File: src/rtl/psg_write_scheduler.sv
// Round-robin scheduler turning (register, value) commands into SN76489
// write-port bytes, with atomic tone pairs and a queued mute-all sequence.
module psg_write_scheduler #(
    parameter int WE_CYCLES  = 1,
    parameter int GAP_CYCLES = 1
) (
    input  logic       clk,
    input  logic       rst_n,
    input  logic [1:0] req_valid,
    output logic [1:0] req_ready,
    input  logic [2:0] req_reg0,
    input  logic [2:0] req_reg1,
    input  logic [9:0] req_val0,
    input  logic [9:0] req_val1,
    input  logic       mute_req,
    output logic [7:0] psg_data,
    output logic       psg_we_n,
    output logic       busy
);

    typedef enum logic [2:0] {
        S_IDLE, S_LATCH, S_GAP1, S_DATA, S_GAP2, S_MUTE
    } state_t;

    typedef enum logic [1:0] {M_ENTER, M_LOW, M_GAP} mph_t;

    localparam logic [15:0] WE_LAST  = 16'(WE_CYCLES - 1);
    localparam logic [15:0] GAP_LAST = 16'(GAP_CYCLES - 1);

    state_t      r_state, w_state_n;
    mph_t        r_mph, w_mph_n;
    logic [1:0]  r_midx, w_midx_n, w_midx_inc;
    logic [15:0] r_cnt, w_cnt_n;
    logic        r_we_n, w_we_n_n;
    logic [7:0]  r_data, w_data_n;
    logic        r_tone;
    logic [7:0]  r_b2;
    logic        r_mute_pend;
    logic        r_ptr;

    logic        w_sel;
    logic        w_can_grant;
    logic        w_cap;
    logic        w_mute_clr;
    logic [2:0]  w_reg;
    logic [9:0]  w_val;
    logic        w_noise;
    logic        w_tone;
    logic [7:0]  w_b1;

    // Contention goes to the pointer; otherwise whoever is asking wins.
    assign w_sel = (req_valid == 2'b11) ? r_ptr : req_valid[1];
    assign w_can_grant = (r_state == S_IDLE) && !r_mute_pend && (|req_valid);
    assign req_ready = w_can_grant ? (w_sel ? 2'b10 : 2'b01) : 2'b00;

    assign w_reg   = w_sel ? req_reg1 : req_reg0;
    assign w_val   = w_sel ? req_val1 : req_val0;
    assign w_noise = (w_reg == 3'b110);
    assign w_tone  = !w_reg[0] && !w_noise;
    assign w_b1    = w_noise ? {5'b11100, w_val[2:0]}
                             : {1'b1, w_reg, w_val[3:0]};

    assign w_midx_inc = r_midx + 2'd1;

    always_comb begin
        w_state_n  = r_state;
        w_mph_n    = r_mph;
        w_midx_n   = r_midx;
        w_cnt_n    = r_cnt + 16'd1;
        w_we_n_n   = r_we_n;
        w_data_n   = r_data;
        w_cap      = 1'b0;
        w_mute_clr = 1'b0;
        unique case (r_state)
            S_IDLE: begin
                w_cnt_n = '0;
                if (r_mute_pend) begin
                    w_state_n = S_MUTE;
                    w_mph_n   = M_ENTER;
                end else if (|req_valid) begin
                    w_cap     = 1'b1;
                    w_state_n = S_LATCH;
                    w_we_n_n  = 1'b0;
                    w_data_n  = w_b1;
                end else if (mute_req) begin
                    w_state_n = S_MUTE;
                    w_mph_n   = M_ENTER;
                end
            end
            S_LATCH: begin
                if (r_cnt == WE_LAST) begin
                    w_state_n = S_GAP1;
                    w_we_n_n  = 1'b1;
                    w_cnt_n   = '0;
                end
            end
            S_GAP1: begin
                if (r_cnt == GAP_LAST) begin
                    w_cnt_n = '0;
                    if (r_tone) begin
                        w_state_n = S_DATA;
                        w_we_n_n  = 1'b0;
                        w_data_n  = r_b2;
                    end else begin
                        w_state_n = S_IDLE;
                    end
                end
            end
            S_DATA: begin
                if (r_cnt == WE_LAST) begin
                    w_state_n = S_GAP2;
                    w_we_n_n  = 1'b1;
                    w_cnt_n   = '0;
                end
            end
            S_GAP2: begin
                if (r_cnt == GAP_LAST) begin
                    w_state_n = S_IDLE;
                    w_cnt_n   = '0;
                end
            end
            S_MUTE: begin
                unique case (r_mph)
                    M_ENTER: begin
                        w_mph_n    = M_LOW;
                        w_midx_n   = 2'd0;
                        w_we_n_n   = 1'b0;
                        w_data_n   = 8'h9F;
                        w_cnt_n    = '0;
                        w_mute_clr = 1'b1;
                    end
                    M_LOW: begin
                        if (r_cnt == WE_LAST) begin
                            w_mph_n  = M_GAP;
                            w_we_n_n = 1'b1;
                            w_cnt_n  = '0;
                        end
                    end
                    M_GAP: begin
                        if (r_cnt == GAP_LAST) begin
                            w_cnt_n = '0;
                            if (r_midx == 2'd3) begin
                                w_state_n = S_IDLE;
                            end else begin
                                w_midx_n = w_midx_inc;
                                w_mph_n  = M_LOW;
                                w_we_n_n = 1'b0;
                                w_data_n = {1'b1, w_midx_inc, 5'b11111};
                            end
                        end
                    end
                    default: w_mph_n = M_ENTER;
                endcase
            end
            default: w_state_n = S_IDLE;
        endcase
    end

    always_ff @(posedge clk or negedge rst_n) begin
        if (!rst_n) begin
            r_state     <= S_IDLE;
            r_mph       <= M_ENTER;
            r_midx      <= 2'd0;
            r_cnt       <= '0;
            r_we_n      <= 1'b1;
            r_data      <= 8'h00;
            r_tone      <= 1'b0;
            r_b2        <= 8'h00;
            r_mute_pend <= 1'b0;
            r_ptr       <= 1'b0;
        end else begin
            r_state <= w_state_n;
            r_mph   <= w_mph_n;
            r_midx  <= w_midx_n;
            r_cnt   <= w_cnt_n;
            r_we_n  <= w_we_n_n;
            r_data  <= w_data_n;
            // A new mute request wins over the clear so it re-arms the sequence.
            if (mute_req)
                r_mute_pend <= 1'b1;
            else if (w_mute_clr)
                r_mute_pend <= 1'b0;
            if (w_cap) begin
                r_tone <= w_tone;
                r_b2   <= {2'b00, w_val[9:4]};
                r_ptr  <= ~w_sel;
            end
        end
    end

    assign psg_data = r_data;
    assign psg_we_n = r_we_n;
    assign busy     = (r_state != S_IDLE) || r_mute_pend;

endmodule

File: config.mk
export PLATFORM = sky130hd
export DESIGN_NAME = psg_write_scheduler
export DESIGN_NICKNAME = d
export VERILOG_FILES = /design/src/rtl/psg_write_scheduler.sv
export SDC_FILE = /design/constraint.sdc
export NUM_CORES = 1
export LEC_CHECK = 0
export CAP_MARGIN = 20
export CORE_ASPECT_RATIO = 0.8
export CORE_MARGIN = 2
export CORE_UTILIZATION = 25
export DETAILED_ROUTE_END_ITERATION = 16
export GPL_ROUTABILITY_DRIVEN = 0
export PLACE_DENSITY = 0.49
export SETUP_SLACK_MARGIN = 0.4
export SKIP_LAST_GASP = 1
export SLEW_MARGIN = 25
export SYNTH_ARGS = -nofsm -noshare
export SYNTH_HDL_FRONTEND = slang
export SYNTH_SLANG_ARGS = --single-unit
File: constraint.sdc
create_clock -name clk -period 2.25 [get_ports clk]
set_clock_uncertainty 0.15 [all_clocks]
set_input_delay 0.3375 -clock clk [delete_from_list [all_inputs] [get_ports clk]]
set_output_delay 0.3375 -clock clk [all_outputs]
set_load 0.02 [all_outputs]
==> PnR_summary.wiki <==
{| class="wikitable"
! Metric !! Value
|-
| Logic depth of the worst path, buffers included || 6
|-
| Register clock-pin slew on the reported worst setup and hold paths || 0.06 ns
|-
| Leftover overflow at the end of global routing || 0
|-
| Placed Cells || 455
|-
| Pin count of the biggest net entering global routing || 42
|-
| DRC violations left || 0
|-
| Slowest CP cell || clkdlybuf4s50_1
|-
| Worst R2R Setup Slack || 0.25 ns
|-
| Final-stage net count || 379
|-
| Slowest Stage Delay on Critical Path || 0.59 ns
|-
| Master cell of the clock root buffer || clkbuf_16
|-
| Placeable core area || 9650 µm²
|-
| Gate count after technology mapping || 263
|-
| Area share of the leading cell type in the synthesized netlist || 40.5%
|-
| Final-layout setup total negative slack || 0 ns
|-
| Slack of the critical path || 0.245 ns
|-
| Residual antenna-violating net count after detailed routing || 0
|-
| Fraction of layout instances using a drive strength above 1 || 30.5%
|-
| Final core utilization || 38.7%
|-
| RSZ-0062 raised after global routing || true
|-
| Worst hold start || r_ptr
|-
| Iteration-0 DRC Markers || 136
|-
| Total clock buffers created by CTS || 5
|-
| Number of setup violations in the final report || 0
|-
| ANT cells || 0
|-
| Async S/R FF share, synth || 100%
|-
| Worst path buffer plus inverter count || 2
|-
| Clock tree from TritonCTS || done
|-
| Pwr per Cell Area || 1090 nW/µm²
|-
| Dpl ws || -0.0151 ns
|-
| Number of endpoints with negative hold slack in the final report || 0
|-
| Status || complete, no violations
|-
| Worst slew pin tran || 0.519 ns
|-
| Final min period || 2.00 ns
|-
| Vias per std cell || 4.61
|-
| Cells along the critical path || clkdlybuf4s50_1 -> and2_1 -> buf_4 -> mux2i_1 -> o221ai_1 -> mux2_4
|-
| Crit path launch type || primary input
|-
| Number of antenna violations at the first check in global routing || 0
|-
| Classification of the worst setup path || primary input to flop
|-
| Number of max-cap violations || 0
|-
| # IOs || 43
|-
| Layout Area Growth over Synthesis || 51.1%
|-
| Die height || 92.9 µm
|-
| Count of distinct cell types in the synthesized netlist || 52
|-
| Filler-free cell count of the finished design || 477
|-
| Final routed wirelength across all metal layers || 6.74 mm
|-
| Mean area per synthesized cell || 9.40 µm²
|-
| Yosys top cell by area || dfrtp_1
|-
| Clock latency on the worst-skew pair || 0.28 ns
|-
| Required arrival time at the worst endpoint || 2.27 ns
|-
| Vias in the first global route || 2,146
|-
| Highest clock frequency the design can meet || 0.499 GHz
|-
| Overall routing resource usage || 12.7%
|-
| Max VDD drop || 439 µV
|-
| Mapped Nets || 302
|-
| Starting Density || 25.6%
|-
| Synth warnings || 0
|-
| Detailed-router iteration count before antenna repair || 4
|-
| Max FO, Critical Path || 9
|-
| H-tree Lvls || 2
|-
| Detailed placer's ending HPWL || 4.87 mm
|-
| Flops & latches, synth || 41
|-
| Startpoint of the lowest-slack register-to-register path || r_cnt[1]
|-
| Clock sinks || 41
|-
| HP Class || flop to flop
|-
| Most used flip-flop cell after synthesis || dfrtp_1
|-
| Wire length per cell after detailed routing || 14.1 µm
|-
| Total standard cell area after synthesis || 2470 µm²
|-
| Fraction of the cycle the final worst path needs || 89.1%
|-
| Top post-synthesis cells by area || dfrtp_1, nor2_1, ha_1, xor2_1, nand2_1
|-
| Number of port buffers || 42
|-
| Kind of capture point of the worst setup path || flop
|-
| Length in cells of the worst reg-to-reg path || 7
|-
| Top Family by Delay on Critical Path || buffers and inverters
|-
| Worst slew margin relative to its limit || 65.3%
|-
| Arrival @ worst endpoint || 2.02 ns
|-
| EDFF count, synth || 0
|-
| Maximum root-to-sink buffer count || 2
|-
| Horizontal extent of the die || 115 µm
|-
| Total number of vias || 2,201
|-
| First element of the critical path || req_valid[1]
|-
| Number of cell rows || 32
|-
| Sequential fraction of the synthesis area || 41.5%
|-
| Static leakage || 0.00157 µW
|-
| Global-route wire length before repair || 10.8 mm
|-
| DIE AREA || 10,700 µm²
|-
| Final Max Tran Viols || 0
|-
| Worst setup path end || psg_data[5]
|-
| Endpoint of the worst register-to-register path || psg_data[7]
|}
cell type report:
type	count	area, µm²
tap	136	170
timing repair buffer	83	790
inverter	12	45.0
clock inverter	1	30.0
multi-input combinational	197	1530
sequential	41	1030
fill	970	5910
clock buffer	7	143
power breakdown:
group          total, µW  switching, µW  internal (µW)  leakage, µW
clock network        836            282            554    0.0000841
logic               2110           1030           1080     0.000965
registers           1130            172            957     0.000525
what timing repair did:
action,in CTS,in global routing
setup buffers,6,6
pin swaps,6,11
hold buffers,1,0
gates resized for setup,25,45
hold endpoints to repair,40,0
setup endpoints to repair,42,41
cloned,0,1
worst min path at each step:
| stage | endpoint | cells past startpoint |
|---|---|---|
| 2_1_floorplan | psg_data[0] | 0 |
| 3_3_place_gp | r_cnt[0] | 2 |
| 3_5_place_dp | r_cnt[3] | 2 |
| 4_1_cts | r_ptr | 1 |
| 5_1_grt | r_b2[4] | 2 |
| 6_report | r_ptr | 1 |
cell usage in the layout, fill, tap and decap left out, drive strengths merged, types with 8 or more instances in the layout:
cell	n
o21ai	14
a21oi	8
nor2	33
nand4	8
buf	43
a22oi	9
inv	12
nand2	23
nor3	8
xor2	11
clkbuf	8
ha	8
dfrtp	40
clkdlybuf4s50	37
sequential cells by signal, summed over array words and instances, names as in the netlist:
register and flops:
psg_data 8, psg_we_n 1, r_b2 6, r_cnt 16, r_midx 2, r_mph 2
r_mute_pend 1, r_ptr 1, r_state 3, r_tone 1
synth_stat cells (4+ instances only):
cell type and n:
dfrtp_1 40, nor2_1 33, nand2_1 23, o21ai_0 12
inv_1 11, xor2_1 11, a22oi_1 9, a21oi_1 8
ha_1 8, nor3_1 8, nand4_1 7, buf_2 6
mux2i_1 6, and3_1 5, mux2_4 5, nand3_1 5
o22ai_1 5, clkbuf_1 4
logic make-up after synthesis:
logic type	after synthesis	share of synthesized area [%]
and+or+nand+nor	103	22.1
AOI/OAI and AO/OA	59	16.0
DFF	41	41.5
buffers and inverters	25	5.01
xor gates and xnor gates	14	4.96
muxes	13	6.38
adders and majority gates	8	4.05
metrics by stage:
step / cell area (µm²) / hold WS, ns / total power (µW)
2_1_floorplan: 2510 / -0.108 / 2290
3_3_place_gp: 3230 / 0.179 / 2940
3_5_place_dp: 3230 / 0.180 / 2950
4_1_cts: 3500 / 0.342 / 3840
5_1_grt: 3740 / 0.378 / 4340
6_report: 3740 / 0.340 / 4070
layer usage:
metal | routed length [µm] | track usage (%)
met1 | 3350 | 19.3
met2 | 3010 | 18.0
met3 | 323 | 2.29
met4 | 57 | 3.61
met5 | 0 | 0
No activity file was read; power rests on OpenSTA's default activity.
